<file path="src/rtl/cle_sram_arb.sv">
// Label-SRAM arbiter for the component labeling engine: a zero-fill sequencer
// followed by a round-robin/lock arbiter sharing one single-port SRAM.
module cle_sram_arb #(
  parameter int AW       = 10,
  parameter int DW       = 8,
  parameter int LOCK_MAX = 4
) (
  input  logic          clk,
  input  logic          reset,
  input  logic          clr_start,
  output logic          clr_busy,
  output logic          clr_done,
  input  logic          req0,
  input  logic          req1,
  input  logic          we0,
  input  logic          we1,
  input  logic          lock0,
  input  logic          lock1,
  input  logic [AW-1:0] addr0,
  input  logic [AW-1:0] addr1,
  input  logic [DW-1:0] wdata0,
  input  logic [DW-1:0] wdata1,
  output logic          gnt0,
  output logic          gnt1,
  output logic          rvalid0,
  output logic          rvalid1,
  output logic [DW-1:0] rdata,
  input  logic [DW-1:0] sram_q,
  output logic [AW-1:0] sram_a,
  output logic [DW-1:0] sram_d,
  output logic          sram_wen
);

  localparam int LCW = $clog2(LOCK_MAX + 1);
  localparam logic [AW-1:0]  CNT_MAX = '1;
  localparam logic [LCW-1:0] LCNT_MAX = LCW'(LOCK_MAX);

  typedef enum logic [1:0] {IDLE, CLEAR, ARB} state_t;

  state_t         state_q, state_d;
  logic [AW-1:0]  cnt_q, cnt_d;
  logic           last_q, last_d;
  logic           gvld_q, gvld_d;
  logic [LCW-1:0] lock_cnt_q, lock_cnt_d;
  logic           rvalid0_q, rvalid0_d;
  logic           rvalid1_q, rvalid1_d;
  logic           hold, pick1, g0, g1;

  // Grant selection: a locked previous winner keeps the port until the
  // other side has waited through LOCK_MAX consecutive grants.
  always_comb begin
    hold  = 1'b0;
    pick1 = 1'b0;
    g0    = 1'b0;
    g1    = 1'b0;
    if (state_q == ARB) begin
      hold = gvld_q && (last_q ? (req1 && lock1) : (req0 && lock0))
             && !((last_q ? req0 : req1) && (lock_cnt_q == LCNT_MAX));
      if (hold)              pick1 = last_q;
      else if (req0 && req1) pick1 = !last_q;
      else                   pick1 = req1;
      g0 = (req0 || req1) && !pick1;
      g1 = (req0 || req1) && pick1;
    end
  end

  always_comb begin
    sram_wen = 1'b1;
    sram_a   = '0;
    sram_d   = '0;
    if (state_q == CLEAR) begin
      sram_wen = 1'b0;
      sram_a   = cnt_q;
    end else if (g0) begin
      sram_wen = !we0;
      sram_a   = addr0;
      sram_d   = wdata0;
    end else if (g1) begin
      sram_wen = !we1;
      sram_a   = addr1;
      sram_d   = wdata1;
    end
  end

  always_comb begin
    state_d    = state_q;
    cnt_d      = cnt_q;
    last_d     = last_q;
    lock_cnt_d = lock_cnt_q;
    gvld_d     = g0 || g1;
    rvalid0_d  = g0 && !we0;
    rvalid1_d  = g1 && !we1;
    case (state_q)
      IDLE: if (clr_start) begin
        state_d = CLEAR;
        cnt_d   = '0;
      end
      CLEAR: begin
        if (cnt_q == CNT_MAX) state_d = ARB;
        else                  cnt_d   = cnt_q + AW'(1);
      end
      ARB: if (clr_start) begin
        state_d = CLEAR;
        cnt_d   = '0;
      end
      default: state_d = IDLE;
    endcase
    if (g0 || g1) begin
      last_d = g1;
      if (g1 == last_q)
        lock_cnt_d = (lock_cnt_q == LCNT_MAX) ? lock_cnt_q : lock_cnt_q + LCW'(1);
      else
        lock_cnt_d = LCW'(1);
    end
  end

  always_ff @(posedge clk or negedge reset) begin
    if (!reset) begin
      state_q    <= IDLE;
      cnt_q      <= '0;
      last_q     <= 1'b1;
      gvld_q     <= 1'b0;
      lock_cnt_q <= '0;
      rvalid0_q  <= 1'b0;
      rvalid1_q  <= 1'b0;
    end else begin
      state_q    <= state_d;
      cnt_q      <= cnt_d;
      last_q     <= last_d;
      gvld_q     <= gvld_d;
      lock_cnt_q <= lock_cnt_d;
      rvalid0_q  <= rvalid0_d;
      rvalid1_q  <= rvalid1_d;
    end
  end

  assign gnt0     = g0;
  assign gnt1     = g1;
  assign rvalid0  = rvalid0_q;
  assign rvalid1  = rvalid1_q;
  assign rdata    = sram_q;
  assign clr_busy = (state_q == CLEAR);
  assign clr_done = (state_q == CLEAR) && (cnt_q == CNT_MAX);

endmodule

</file>
<file path="config.mk">
export PLATFORM = sky130hd
export DESIGN_NAME = cle_sram_arb
export DESIGN_NICKNAME = d
export VERILOG_FILES = /design/src/rtl/cle_sram_arb.sv
export SDC_FILE = /design/constraint.sdc
export NUM_CORES = 1
export LEC_CHECK = 0
export ABC_AREA = 1
export BUFFER_PORTS_ARGS = -buffer_cell sky130_fd_sc_hd__buf_2
export CAP_MARGIN = 5
export CORE_AREA = 2 2 59 61
export CTS_CLUSTER_SIZE = 20
export DETAILED_ROUTE_END_ITERATION = 16
export DIE_AREA = 0 0 61 63
export PLACE_DENSITY = 0.82
export RECOVER_POWER = 50
export SLEW_MARGIN = 20
export SYNTH_ARGS = -nofsm -noshare
export SYNTH_HDL_FRONTEND = slang
export SYNTH_SLANG_ARGS = --single-unit
</file>
<file path="constraint.sdc">
create_clock -name clk -period 3.45 [get_ports clk]
set_input_delay 0.1725 -clock clk [delete_from_list [all_inputs] [get_ports clk]]
set_output_delay 0.1725 -clock clk [all_outputs]
set_load 0.01 [all_outputs]
</file>
# Yosys cells after proc, flatten, opt, wreduce, memory -nomap -nowiden
# Index checks and enable logic that the tools add are counted.
[totals]
regBits = 19
input_bits = 53
elab_cells = 66
[op_classes]
addsub = 2
n_eq_ne = 9
mux = 24
n_reduce_logical = 24
[op_table]
columns = ["operator", "count"]
rows = [
  ["$mux W10", 5],
  ["$mux W8", 3],
  ["$pmux W10 S2", 1],
  ["$logic_and A1 B1 Y1", 11],
  ["$add A10 B1 Y10 const B", 1],
  ["$eq A10 B10 Y1 const B", 1],
  ["$mux W1", 10],
  ["$mux W3", 2],
  ["$logic_not A1 Y1", 5],
  ["$mux W2", 2],
  ["$ne A2 B1 Y1 const B", 2],
  ["$ne A2 B2 Y1 const B", 2],
  ["$pmux W2 S2", 1],
  ["$reduce_and A2 Y1", 2],
  ["$add A3 B1 Y3 const B", 1],
  ["$eq A3 B3 Y1 const B", 1],
  ["$reduce_and A3 Y1", 1],
  ["$eq A2 B1 Y1 const B", 1],
  ["$eq A2 B2 Y1 const B", 1],
  ["$logic_not A2 Y1", 1],
  ["$logic_or A1 B1 Y1", 2],
  ["$reduce_bool A2 Y1", 1],
  ["$reduce_or A2 Y1", 1],
  ["$eq A1 B1 Y1", 1],
]

# Logic depth before layout (Yosys ltp)
[depth]
ltp_word = 11
mapped_depth = 13

# Least setup slack after synthesis
# No wires, ideal clock.
[synth_timing]
path_kind = "register to output"
start = "register lock_cnt_q[0]"
end = "output port sram_wen"
t_arrival_ns = 1.515
path_slack_ns = 1.763
path_stages_with_launch = 13
cell_sequence = "dfrtp_1 > inv_1 > ha_1 > nand2_2 > nand3_1 > nand3_1 > nand2_1 > nand2_1 > inv_1 > buf_4 > nand2_1 > nand2_1 > a21oi_1"
[synth_via]
elab_chain_len = 11
elab_cells_between_ends = 14
classes_between = "eq/ne (1); mux (7); reduce/logical (6)"
[synth_rtl]
columns = ["item", "line_no", "rtl"]
rows = [
  ["from (decl)", "44", "logic [LCW-1:0] lock_cnt_q, lock_cnt_d;"],
  ["from (signal assigned)", "131", "lock_cnt_q <= lock_cnt_d;"],
  ["$eq A3 B3 Y1 *", "58", "&& !((last_q ? req0 : req1) && (lock_cnt_q == LCNT_MAX));"],
  ["$logic_and A1 B1 Y1 *", "58", ""],
  ["$logic_not A1 Y1 *", "58", ""],
  ["$logic_and A1 B1 Y1 *", "58", ""],
  ["$mux W1 *", "59", "if (hold) pick1 = last_q;"],
  ["$mux W1 *", "56", "if (state_q == ARB) begin"],
  ["$logic_and A1 B1 Y1 or $logic_not A1 Y1 (tied branches)", "63, 62", ""],
  ["$mux W1 or $logic_and A1 B1 Y1 (tied branches)", "56, 62", ""],
  ["$mux W1, on equally long branches", "78, 56", ""],
  ["$mux W1 *", "74", "end else if (g0) begin"],
  ["$mux W1 *", "71", "if (state_q == CLEAR) begin"],
  ["to (decl)", "31", "output logic sram_wen"],
]
# Mark *: on every way between the ends. The rest lies on a longest branch, timed or not. The select of a mux whose other input is x is not followed.

# Final worst setup path
[layout_timing]
start = "register lock_cnt_q[0]"
end = "output port sram_d[3]"
[layout_via]
elab_chain_len = 11
elab_cells_between_ends = 14
classes_between = "eq/ne (1); mux (7); reduce/logical (6)"
[layout_rtl]
columns = ["item", "line_no", "rtl"]
rows = [
  ["$eq A3 B3 Y1 *", "58", ""],
  ["$logic_and A1 B1 Y1 *", "58", ""],
  ["$logic_not A1 Y1 *", "58", ""],
  ["$logic_and A1 B1 Y1 *", "58", ""],
  ["$mux W1 *", "59", ""],
  ["$mux W1 *", "56", ""],
  ["$logic_and A1 B1 Y1 or $logic_not A1 Y1 (tied branches)", "63, 62", ""],
  ["$mux W1 or $logic_and A1 B1 Y1 (tied branches)", "56, 62", ""],
  ["$mux W8 or $mux W1 (tied branches)", "78, 56", ""],
  ["$mux W8 *", "74", ""],
  ["$mux W8 *", "71", ""],
  ["to (decl)", "30", "output logic [DW-1:0] sram_d,"],
]
# Marks and branches as above.

==> parameters.txt <==
Parameter                              Value

Run status
  Run status    complete, no violations

Floorplan
  Boundary Pins    86
  Area of the placeable core    roughly 3200 sq um
  Starting Density    between 40 and 50%
  Chip height    63 um
  Row count    21
  Horizontal die dimension    around 60 um
  Die ar.    3843 sq um

Global routing
  Largest net degree at the start of global routing    21
  All-Layer GR Usage    a little under a fifth
  Global-route wire length before repair    between 5 and 6 mm
  Remaining Overflow, GRT    0
  Vias in the first global route    1316
  Number of antenna violations at the first check in global routing    0

Worst setup path
  Largest fanout on the critical path    20
  Critical Path Sink Type    output port
  Number of cells on the worst reg-to-reg path    9
  Critical path data arrival time    about 2300 ps
  Startpoint of the most critical setup path    lock_cnt_q[0]$_DFFE_PN0P_
  Startpoint Class    register
  Critical Setup Path Class    reg2out
  Critical register-to-register path startpoint    cnt_q[0]$_DFFE_PN0P_
  Required arrival time at the worst endpoint    around 3300 ps

Placed design
  Final weighted congestion in routability-driven placement    0.8919
  DP HPWL    around 2.7 mm
  Number of buffers inserted by port buffering    between 60 and 70

CTS
  Maximum level of the CTS H-tree    1
  Source-to-sink clock delay at the later pin of the worst-skew pair    ~300 ps
  Number of buffers added to fix hold violations after cts    1
  Clock buffers created by TritonCTS    3
  CTS tree    done
  Clock input transition at the sequential cells of the worst setup and hold paths    about 100 ps
  Maximum count of clock buffers along a single path    2
  Number of clock sinks    19
  Root Buffer Master    sky130_fd_sc_hd__clkbuf_4
  Post-CTS resize count    0
  Number of post-CTS setup repair buffers    0

Drt
  Via-to-Cell Ratio    5.079
  First drt pass iteration count    4
  Post-detailed-routing wire length    3.349 mm
  Mean routed wirelength per cell    roughly 11 um
  Vias after detailed routing    about 1500
  Antenna viol nets, final    0
  DRC Markers    0
  Drt initial violations    45

Finish
  Diode insertion count for antenna repair    0
  Layout Nets    approximately 310
  Share of post-route cells with drive strength above 1    between 30% and 40%
  Post-layout utilization of the core    a little over half
  Reg area    about 480 sq um
  Area taken by multi-input logic gates    around 760 sq um
  Filler Cell Count    between 300 and 400
  Area growth from synthesis to final layout    21.56%

Synthesis
  Number of warnings issued by yosys    0
  Post-Synthesis Cell Area    about 1400 sq um
  Predominant post-synthesis flop cell    sky130_fd_sc_hd__dfrtp_1
  Number of standard cells after synthesis    about 200
  Mapped Avg Cell Area    7.284 sq um
  Sequential area share after synthesis    33.39%
  Synth area leader    sky130_fd_sc_hd__dfrtp_1
  Post-Syn Nets    around 250
  Largest cells by area after synthesis    sky130_fd_sc_hd__dfrtp_1, sky130_fd_sc_hd__nand2_1, sky130_fd_sc_hd__nand3_1, sky130_fd_sc_hd__a22o_1, sky130_fd_sc_hd__buf_4
  Share of Yosys cell area claimed by the top area cell type    between 30% and 40%
  Asr flop ratio synth    between 90% and 100%
  Number of different library cells in the post-synthesis netlist    30
  EDFF count, synth    0
  Yosys reg bits    19

Pwr
  Leakage dissipation    1.000 nW
  Pwr/cell area    about 380 nW/um^2
  IR drop worst, VDD    ~0.15 mV

Hold path
  Path category of the worst min-delay check    in2reg
  Hold Startpoint    we0
  Hold Path Depth    2

Timing
  Share of the clock period used by the worst path after layout    between 70% and 80%
  Final clock skew    5.375 ps
  Number of pins exceeding their max-slew limit in the final report    0
  Max Freq    roughly 400 MHz
  Slew margin rel.    approximately a third
  Total of endpoints with negative setup slack in the final report    0
  Slew of the pin with the lowest slew margin    between 1000 and 1500 ps
  RSZ-0062 raised after global routing    no
  Minimum clock period after layout    between 2000 and 3000 ps
  Final Hold Vio Count    0
  Final sum of negative setup slack    0 ps

Job
  Number of max-capacitance violations reported    0
==> sequential cells by signal, indices dropped and copies added (netlist names) <==
| signal | count |
|---|---|
| cnt_q | 10 |
| gvld_q | 1 |
| last_q | 1 |
| lock_cnt_q | 3 |
| rvalid0 | 1 |
| rvalid1 | 1 |
| state_q | 2 |
==> cell type report <==
| type | instances | area share [%] |
|---|---|---|
| Inverter | 18 | 3.893 |
| Clock buffer | 4 | 1.514 |
| Timing Repair Buffer | 70 | 20.26 |
| Multi-Input combinational cell | 145 | 43.55 |
| Sequential cell | 19 | 27.47 |
| Tap cell | 46 | 3.317 |
==> placed cells by master (no fill, tap or decap) <==
| cell type | instances |
|---|---|
| sky130_fd_sc_hd__nand2_4 | 1 |
| sky130_fd_sc_hd__inv_1 | 17 |
| sky130_fd_sc_hd__nand4_1 | 6 |
| sky130_fd_sc_hd__ha_1 | 3 |
| sky130_fd_sc_hd__dfstp_2 | 1 |
| sky130_fd_sc_hd__o21ai_2 | 1 |
| sky130_fd_sc_hd__a21oi_2 | 1 |
| sky130_fd_sc_hd__inv_2 | 1 |
| sky130_fd_sc_hd__dfrtp_1 | 18 |
| sky130_fd_sc_hd__nand4_2 | 1 |
| sky130_fd_sc_hd__nand2_2 | 1 |
| sky130_fd_sc_hd__o22ai_1 | 1 |
| sky130_fd_sc_hd__dlygate4sd3_1 | 1 |
| sky130_fd_sc_hd__nor2_1 | 11 |
| sky130_fd_sc_hd__a21oi_1 | 4 |
| sky130_fd_sc_hd__clkbuf_1 | 4 |
| sky130_fd_sc_hd__clkbuf_4 | 3 |
| sky130_fd_sc_hd__nand2_1 | 65 |
| sky130_fd_sc_hd__nor3_1 | 2 |
| sky130_fd_sc_hd__nand3_1 | 26 |
| sky130_fd_sc_hd__a22o_1 | 8 |
| sky130_fd_sc_hd__nor2_4 | 1 |
| sky130_fd_sc_hd__nand3b_1 | 2 |
| sky130_fd_sc_hd__o21a_1 | 1 |
| sky130_fd_sc_hd__buf_2 | 66 |
| sky130_fd_sc_hd__nand3_4 | 1 |
| sky130_fd_sc_hd__o21ai_0 | 3 |
| sky130_fd_sc_hd__o21ai_1 | 2 |
| sky130_fd_sc_hd__xor2_1 | 4 |
==> routing by layer <==
metal	vias up	track usage (%)	part of all wire, %
met3	11	1.863	7.6
met5	-	0	0
met2	65	31.18	47
met1	700	22.73	43
li1	758	-	-
met4	0	7.609	2.1
==> worst max-delay path, cell delays in order (launching register included) <==
cell,delay [ps]
sky130_fd_sc_hd__dfrtp_1,410
sky130_fd_sc_hd__inv_1,60
sky130_fd_sc_hd__ha_1,190
sky130_fd_sc_hd__nand2_1,140
sky130_fd_sc_hd__nand3_1,90
sky130_fd_sc_hd__nand3_1,140
sky130_fd_sc_hd__nand3_1,170
sky130_fd_sc_hd__inv_1,460
sky130_fd_sc_hd__a22o_1,240
sky130_fd_sc_hd__buf_2,130
==> where the power goes <==
part	switching, W	total, W	internal, W
combinational	0.000123	0.000228	0.000105
clock	0.0000691	0.000114	0.0000450
sequential	0.0000605	0.000318	0.000257
==> cell usage after synthesis, types with 3 or more instances <==
cell type,n
sky130_fd_sc_hd__dfrtp_1,18
sky130_fd_sc_hd__buf_2,3
sky130_fd_sc_hd__nand3_1,25
sky130_fd_sc_hd__nor2_4,3
sky130_fd_sc_hd__ha_1,3
sky130_fd_sc_hd__inv_1,17
sky130_fd_sc_hd__nand4_1,6
sky130_fd_sc_hd__a21oi_1,4
sky130_fd_sc_hd__o21ai_0,3
sky130_fd_sc_hd__xor2_1,4
sky130_fd_sc_hd__buf_4,9
sky130_fd_sc_hd__a22o_1,8
sky130_fd_sc_hd__nand2_1,63
sky130_fd_sc_hd__nor2_1,9
==> cells by family after synthesis <==
| group | share of synthesized area (%) |
|---|---|
| XOR/XNOR | 2.454 |
| adder cells (fa/ha/maj) | 2.630 |
| AND/OR/NAND/NOR | 39.70 |
| flip-flops | 33.39 |
| AO/OA/AOI/OAI | 10.25 |
| buffers and inverters | 11.57 |
==> metrics by stage <==
step	hold slack [ps]	total power [W]	worst slack [ps]	cell area [sq um]	cells
4_1_cts	22.62	0.0006633	1014	1769	302
3_3_place_gp	129.0	0.0005436	1413	1733	297
6_report	27.70	0.0006602	936.7	1735	302
2_1_floorplan	-123.1	0.0004668	1763	1428	196
3_5_place_dp	135.2	0.0005493	1355	1733	297
5_1_grt	5.550	0.0007141	657.9	1735	302
==> path summary, 6_finish.rpt <==
kind                                             end  slack (ps)
max                                        sram_d[3]         940
min                                rvalid0$_DFF_PN0_          30
max reg2reg                     cnt_q[3]$_DFFE_PN0P_        1440
min reg2reg                lock_cnt_q[1]$_DFFE_PN0P_         510
max in group asynchronous     state_q[1]$_DFFE_PN0P_        2300
min in group asynchronous     state_q[0]$_DFFE_PN0P_         540
Note: power is estimated with default switching activity, not from simulation.
